$ cat src/rtl/thermo_pkg.sv
// Shared constants, state encoding and a counter helper for the thermometer-code decoder.
package thermo_pkg;

    localparam int CODE_W = 8;

    localparam logic [CODE_W-1:0] T_BELOW = 8'd18;
    localparam logic [CODE_W-1:0] T_MIN   = 8'd19;
    localparam logic [CODE_W-1:0] T_MAX   = 8'd26;
    localparam logic [CODE_W-1:0] T_ABOVE = 8'd27;

    typedef enum logic [1:0] {
        IDLE  = 2'd0,
        TRACK = 2'd1,
        HOLD  = 2'd2
    } state_t;

    // Saturating increment of the stability counter.
    function automatic logic [3:0] sat_inc(input logic [3:0] cnt, input logic [3:0] lim);
        logic [3:0] res;
        if (cnt >= lim) begin
            res = lim;
        end else begin
            res = cnt + 4'd1;
        end
        return res;
    endfunction

endpackage

$ cat src/rtl/thermo_code_check.sv
// Combinational legality check and decode of one (bar code, alert) sample.
module thermo_code_check
    import thermo_pkg::*;
(
    input  logic [CODE_W-1:0] coded_i,
    input  logic              alert_i,
    output logic              legal,
    output logic [CODE_W-1:0] temp
);

    // Decode: alert words only allow the two out-of-range markers.
    always_comb begin
        legal = 1'b0;
        temp  = 8'd0;
        if (alert_i) begin
            case (coded_i)
                8'h01:   begin legal = 1'b1; temp = T_BELOW; end
                8'hFF:   begin legal = 1'b1; temp = T_ABOVE; end
                default: begin legal = 1'b0; temp = 8'd0;    end
            endcase
        end else begin
            case (coded_i)
                8'h01:   begin legal = 1'b1; temp = T_MIN;         end
                8'h03:   begin legal = 1'b1; temp = T_MIN + 8'd1;  end
                8'h07:   begin legal = 1'b1; temp = T_MIN + 8'd2;  end
                8'h0F:   begin legal = 1'b1; temp = T_MIN + 8'd3;  end
                8'h1F:   begin legal = 1'b1; temp = T_MIN + 8'd4;  end
                8'h3F:   begin legal = 1'b1; temp = T_MIN + 8'd5;  end
                8'h7F:   begin legal = 1'b1; temp = T_MIN + 8'd6;  end
                8'hFF:   begin legal = 1'b1; temp = T_MAX;         end
                default: begin legal = 1'b0; temp = 8'd0;          end
            endcase
        end
    end

endmodule

$ cat src/rtl/thermo_code_decoder.sv
// Debouncing receiver for thermometer-coded temperature with valid/ready publication.
// Optional min/max tracking of published temperatures is enabled by THERMO_DEC_MINMAX_EN.
module thermo_code_decoder
    import thermo_pkg::*;
#(
    parameter int unsigned STABLE_CYCLES = 4
) (
    input  logic              clk_i,
    input  logic              rst_i,
    input  logic [CODE_W-1:0] coded_i,
    input  logic              alert_i,
    input  logic              sample_i,
    input  logic              ready_i,
    output logic              valid_o,
    output logic [CODE_W-1:0] temp_o,
    output logic              alert_o,
    input  logic              clr_err_i,
    output logic              code_err_o,
    output logic [7:0]        alert_cnt_o,
    output logic [CODE_W-1:0] min_temp_o,
    output logic [CODE_W-1:0] max_temp_o
);

    localparam logic [3:0] STABLE_LIM = 4'(STABLE_CYCLES);

    logic              chk_legal_s;
    logic [CODE_W-1:0] chk_temp_s;

    state_t            state_r,      state_s;
    logic [CODE_W-1:0] cand_r,       cand_s;
    logic [3:0]        count_r,      count_s;
    logic              last_valid_r, last_valid_s;
    logic [CODE_W-1:0] last_temp_r,  last_temp_s;
    logic              valid_r,      valid_s;
    logic [CODE_W-1:0] temp_r,       temp_s;
    logic              alert_r,      alert_s;
    logic              code_err_r,   code_err_s;
    logic [7:0]        alert_cnt_r,  alert_cnt_s;
    logic              accept_s;
    logic              is_new_s;

    thermo_code_check u_check (
        .coded_i (coded_i),
        .alert_i (alert_i),
        .legal   (chk_legal_s),
        .temp    (chk_temp_s)
    );

    assign accept_s = valid_r & ready_i;
    // A legal sample always equals the candidate it produces, so compare the sample itself.
    assign is_new_s = ~last_valid_r | (chk_temp_s != last_temp_r);

    // Next-state and output logic of the debounce/publish FSM.
    always_comb begin
        state_s      = state_r;
        cand_s       = cand_r;
        count_s      = count_r;
        last_valid_s = last_valid_r;
        last_temp_s  = last_temp_r;
        valid_s      = valid_r;
        temp_s       = temp_r;
        alert_s      = alert_r;
        alert_cnt_s  = alert_cnt_r;
        if (clr_err_i) begin
            code_err_s = 1'b0;
        end else begin
            code_err_s = code_err_r;
        end

        case (state_r)
            IDLE, TRACK: begin
                if (sample_i && chk_legal_s) begin
                    if ((state_r == TRACK) && (chk_temp_s == cand_r)) begin
                        count_s = sat_inc(count_r, STABLE_LIM);
                    end else begin
                        cand_s  = chk_temp_s;
                        count_s = 4'd1;
                    end
                    if ((count_s == STABLE_LIM) && is_new_s) begin
                        state_s = HOLD;
                        valid_s = 1'b1;
                        temp_s  = chk_temp_s;
                        alert_s = alert_i;
                    end else begin
                        state_s = TRACK;
                    end
                end else if (sample_i) begin
                    // An illegal code wins over a simultaneous clear.
                    code_err_s = 1'b1;
                    cand_s     = 8'd0;
                    count_s    = 4'd0;
                    state_s    = IDLE;
                end else begin
                    state_s = state_r;
                end
            end
            HOLD: begin
                if (accept_s) begin
                    state_s      = TRACK;
                    valid_s      = 1'b0;
                    last_valid_s = 1'b1;
                    last_temp_s  = temp_r;
                    if (alert_r && (alert_cnt_r != 8'hFF)) begin
                        alert_cnt_s = alert_cnt_r + 8'd1;
                    end else begin
                        alert_cnt_s = alert_cnt_r;
                    end
                end else begin
                    state_s = HOLD;
                end
            end
            default: begin
                state_s = IDLE;
                valid_s = 1'b0;
            end
        endcase
    end

    // State and output registers.
    always_ff @(posedge clk_i) begin
        if (rst_i) begin
            state_r      <= IDLE;
            cand_r       <= 8'd0;
            count_r      <= 4'd0;
            last_valid_r <= 1'b0;
            last_temp_r  <= 8'd0;
            valid_r      <= 1'b0;
            temp_r       <= 8'd0;
            alert_r      <= 1'b0;
            code_err_r   <= 1'b0;
            alert_cnt_r  <= 8'd0;
        end else begin
            state_r      <= state_s;
            cand_r       <= cand_s;
            count_r      <= count_s;
            last_valid_r <= last_valid_s;
            last_temp_r  <= last_temp_s;
            valid_r      <= valid_s;
            temp_r       <= temp_s;
            alert_r      <= alert_s;
            code_err_r   <= code_err_s;
            alert_cnt_r  <= alert_cnt_s;
        end
    end

    assign valid_o     = valid_r;
    assign temp_o      = temp_r;
    assign alert_o     = alert_r;
    assign code_err_o  = code_err_r;
    assign alert_cnt_o = alert_cnt_r;

`ifdef THERMO_DEC_MINMAX_EN
    logic [CODE_W-1:0] min_r;
    logic [CODE_W-1:0] max_r;

    // Extremes of accepted words; the first accept after reset loads both directly.
    always_ff @(posedge clk_i) begin
        if (rst_i) begin
            min_r <= 8'hFF;
            max_r <= 8'h00;
        end else if (accept_s) begin
            if (!last_valid_r || (temp_r < min_r)) begin
                min_r <= temp_r;
            end else begin
                min_r <= min_r;
            end
            if (!last_valid_r || (temp_r > max_r)) begin
                max_r <= temp_r;
            end else begin
                max_r <= max_r;
            end
        end else begin
            min_r <= min_r;
            max_r <= max_r;
        end
    end

    assign min_temp_o = min_r;
    assign max_temp_o = max_r;
`else
    assign min_temp_o = 8'h00;
    assign max_temp_o = 8'h00;
`endif

endmodule

$ cat config.mk
export PLATFORM = sky130hd
export DESIGN_NAME = thermo_code_decoder
export DESIGN_NICKNAME = d
export VERILOG_FILES = /design/src/rtl/thermo_pkg.sv /design/src/rtl/thermo_code_check.sv /design/src/rtl/thermo_code_decoder.sv
export SDC_FILE = /design/constraint.sdc
export NUM_CORES = 1
export LEC_CHECK = 0
export ABC_AREA = 0
export BUFFER_PORTS_ARGS = -buffer_cell sky130_fd_sc_hd__buf_2
export CAP_MARGIN = 20
export CORE_AREA = 2 2 55 78
export CTS_BUF_LIST = sky130_fd_sc_hd__clkbuf_4
export DETAILED_ROUTE_END_ITERATION = 16
export DIE_AREA = 0 0 57 80
export PLACE_DENSITY = 0.85
export SETUP_SLACK_MARGIN = 0.05
export SLEW_MARGIN = 20
export SYNTH_ARGS = -nofsm -noshare
export SYNTH_HDL_FRONTEND = slang
export SYNTH_SLANG_ARGS = --single-unit
$ cat constraint.sdc
create_clock -name clk_i -period 3.3 [get_ports clk_i]
set_input_delay 0.825 -clock clk_i [delete_from_list [all_inputs] [get_ports clk_i]]
set_output_delay 0.825 -clock clk_i [all_outputs]
set_load 0.005 [all_outputs]
==> results.cfg <==
[run_status]
status = finished clean

[clocking]
insertion_delay_ns = 0.34
cts_tree = yes
cts_setup_buffers = 0
htree_levels = 2
postCtsResizedCells = 0
holdBufCountCts = 0
cts.sinks = 33
clock_path_buffers = 2
clockRootBuffer = clkbuf_4
cts_made_buffers = 5
clkSlewWorstSetupHoldPaths_ns = 0.10

[yosys]
synth_top_cell_by_area = dfxtp_1
synth_ff_type = dfxtp_1
avgSynthCellArea_um2 = 8.45
ys_ff_latch = 33
syn_area_mm2 = 0.00183
synth_top_area_frac = 0.360
ys_seq_area_frac = 0.360
synth-edff-count = 0
ys_top_cells_by_count = dfxtp_1 (33), nor2_1 (23), buf_4 (19), a21oi_1 (15), nand2_1 (14)
yosys-top-cells-area = dfxtp_1 (36%), buf_4 (7.8%), nor2_1 (4.7%), mux2i_1 (4.4%), a21oi_1 (4.1%)
yosys_warnings = 0
synth_most_common_cell = dfxtp_1
yosysUniqueCellTypes = 42
syn_inst = 217
async_flop_share = 0

[place]
gp_congestion = 0.870
port-buffer-count = 29
post-dp-hpwl_um = 2920
dp_slack_ns = -0.159
dp.cells = 300

[die]
rows = 27
start_util = 0.476
core_area_mm2 = 0.00385
die_area_mm2 = 0.00456
die_x_um = 57
pin_count = 49
die_h_um = 80

[layout]
seq_area_um2 = 661
fin_cells = 308
fillers = 351
multiInputGateArea_mm2 = 0.00104
syn2layout_area_growth_pct = 17.2
diodes = 0
drive_gt1_frac = 0.245
utilization = 0.558
fin_nets = 280

[route]
met3_wirelength_um = 216
avgRoutedWirePerCell_um = 12.5
drtAntennaViolNets = 0
wl_met1_um = 1630
first_pass_iters = 4
num_vias = 1616
drc_errors = 0
wirelength_um = 3850
drtIter0Drc = 44
routed_via_density = 5.25
wl_met2_um = 1940
highest_layer = met4

[pwr]
ir_drop_uv = 344
leakage_nw = 0.937
power_density_mw_per_mm2 = 354

[sta]
tightest_slew_ns = 0.644
max_freq_mhz = 321
period_needed_ns = 3.12
worst_slack_ns = 0.181
finalClockSkew_ns = 0.00922
setup_tns_ns = 0
final_max_slew_viol_count = 0
slew_headroom = 0.568
hold_violations = 0
fin_crit_sh = 0.945
timing.hold.ws_ns = 0.473
rsz0062_at_grt = no
finalSetupViolations = 0

[flow_run]
maxCapViolations = 0

[grt]
first_global_vias = 1459
grt_max_degree = 39
grt.overflow.total = 0
grt_usage = 0.175
grt_pass1_wl_um = 6230
antenna_found_initial = 0

[worst_setup_path]
critPathLaunchType = primary input
path_class = primary input to flop
reg2reg_depth = 5
required_ns = 3.54
end_kind = flop
crit_fanout = 6
cp.arrival_ns = 3.35

[min_path]
hold_depth = 2
hold_path_class = flop to flop
## layout by cell type, fill, tap and decap left out, types with 5 or more instances in the layout
cell type	instances
dfxtp_1	33
buf_2	29
nor2_1	23
buf_4	20
conb_1	19
a21oi_1	15
nand2_1	14
nor2b_1	9
o21ai_0	9
xor2_1	8
mux2i_1	8
nand3_1	7
nand2b_1	6
clkbuf_4	6
nand4_1	5
a211oi_1	5
## worst max-delay path, cell delays in order
cell and delay, ns:
buf_2 0.11, buf_4 0.13, or2_2 0.30, buf_4 0.15, o22a_1 0.23, or3_1 0.32, o2111ai_1 0.10, a211oi_1 0.12
or4b_1 0.70, mux2_4 0.35
## flip-flops by register name, indices dropped and copies added, names as in the netlist
| signal | flops |
|---|---|
| valid_o | 1 |
| cand_r | 5 |
| state_r | 2 |
| alert_cnt_o | 8 |
| last_valid_r | 1 |
| alert_o | 1 |
| code_err_o | 1 |
| temp_o | 5 |
| count_r | 4 |
| last_temp_r | 5 |
## cells by family (layout without fill, tap and decap cells)
family / Yosys count / in the layout / synth area share
other: 1 / 19 / 0.00205
muxes: 11 / 11 / 0.0683
DFF: 33 / 33 / 0.360
xor gates and xnor gates: 12 / 12 / 0.0573
buffers and inverters: 31 / 61 / 0.106
adders and majority gates: 2 / 2 / 0.0136
AOI/OAI and AO/OA: 44 / 44 / 0.160
and+or+nand+nor: 83 / 83 / 0.232
## final timing paths
path                            slack, ns                         from                       to
worst max-delay path                 0.18                   coded_i[5]   temp_o[1]$_SDFFE_PP0P_
worst min-delay path                 0.47      count_r[1]$_SDFFE_PP0P_  count_r[1]$_SDFFE_PP0P_
worst max register to register       1.20  last_temp_r[1]$_SDFFE_PP0P_   temp_o[1]$_SDFFE_PP0P_
worst min register to register       0.47      count_r[1]$_SDFFE_PP0P_  count_r[1]$_SDFFE_PP0P_
## routing by layer
layer / global-route usage / vias to the layer above
met4: 0.0721 / 0
met1: 0.183 / 738
met3: 0.0470 / 6
li1: - / 824
met5: 0 / -
met2: 0.322 / 48
## power breakdown
| part | total, W | switching (W) | internal [W] |
|---|---|---|---|
| clock | 0.000301 | 0.000135 | 0.000166 |
| sequential | 0.000402 | 0.00000163 | 0.000400 |
| combinational | 0.0000573 | 0.0000353 | 0.0000219 |
## area by class of cell
cell class              instances  share of cell area
clock buffers                   6              0.0210
clock inverters                 2              0.0157
flip-flops and latches         33               0.308
well taps                      43              0.0250
multi-input cells             171               0.486
inverters                       4             0.00699
repair buffers                 49               0.137
## stage by stage
step           power (W)  cell area, um2
2_1_floorplan   0.000459            1900
5_1_grt         0.000787            2150
4_1_cts         0.000763            2150
3_3_place_gp    0.000467            2070
6_report        0.000760            2150
3_5_place_dp    0.000467            2070
Power figures use the tool's default switching activity.
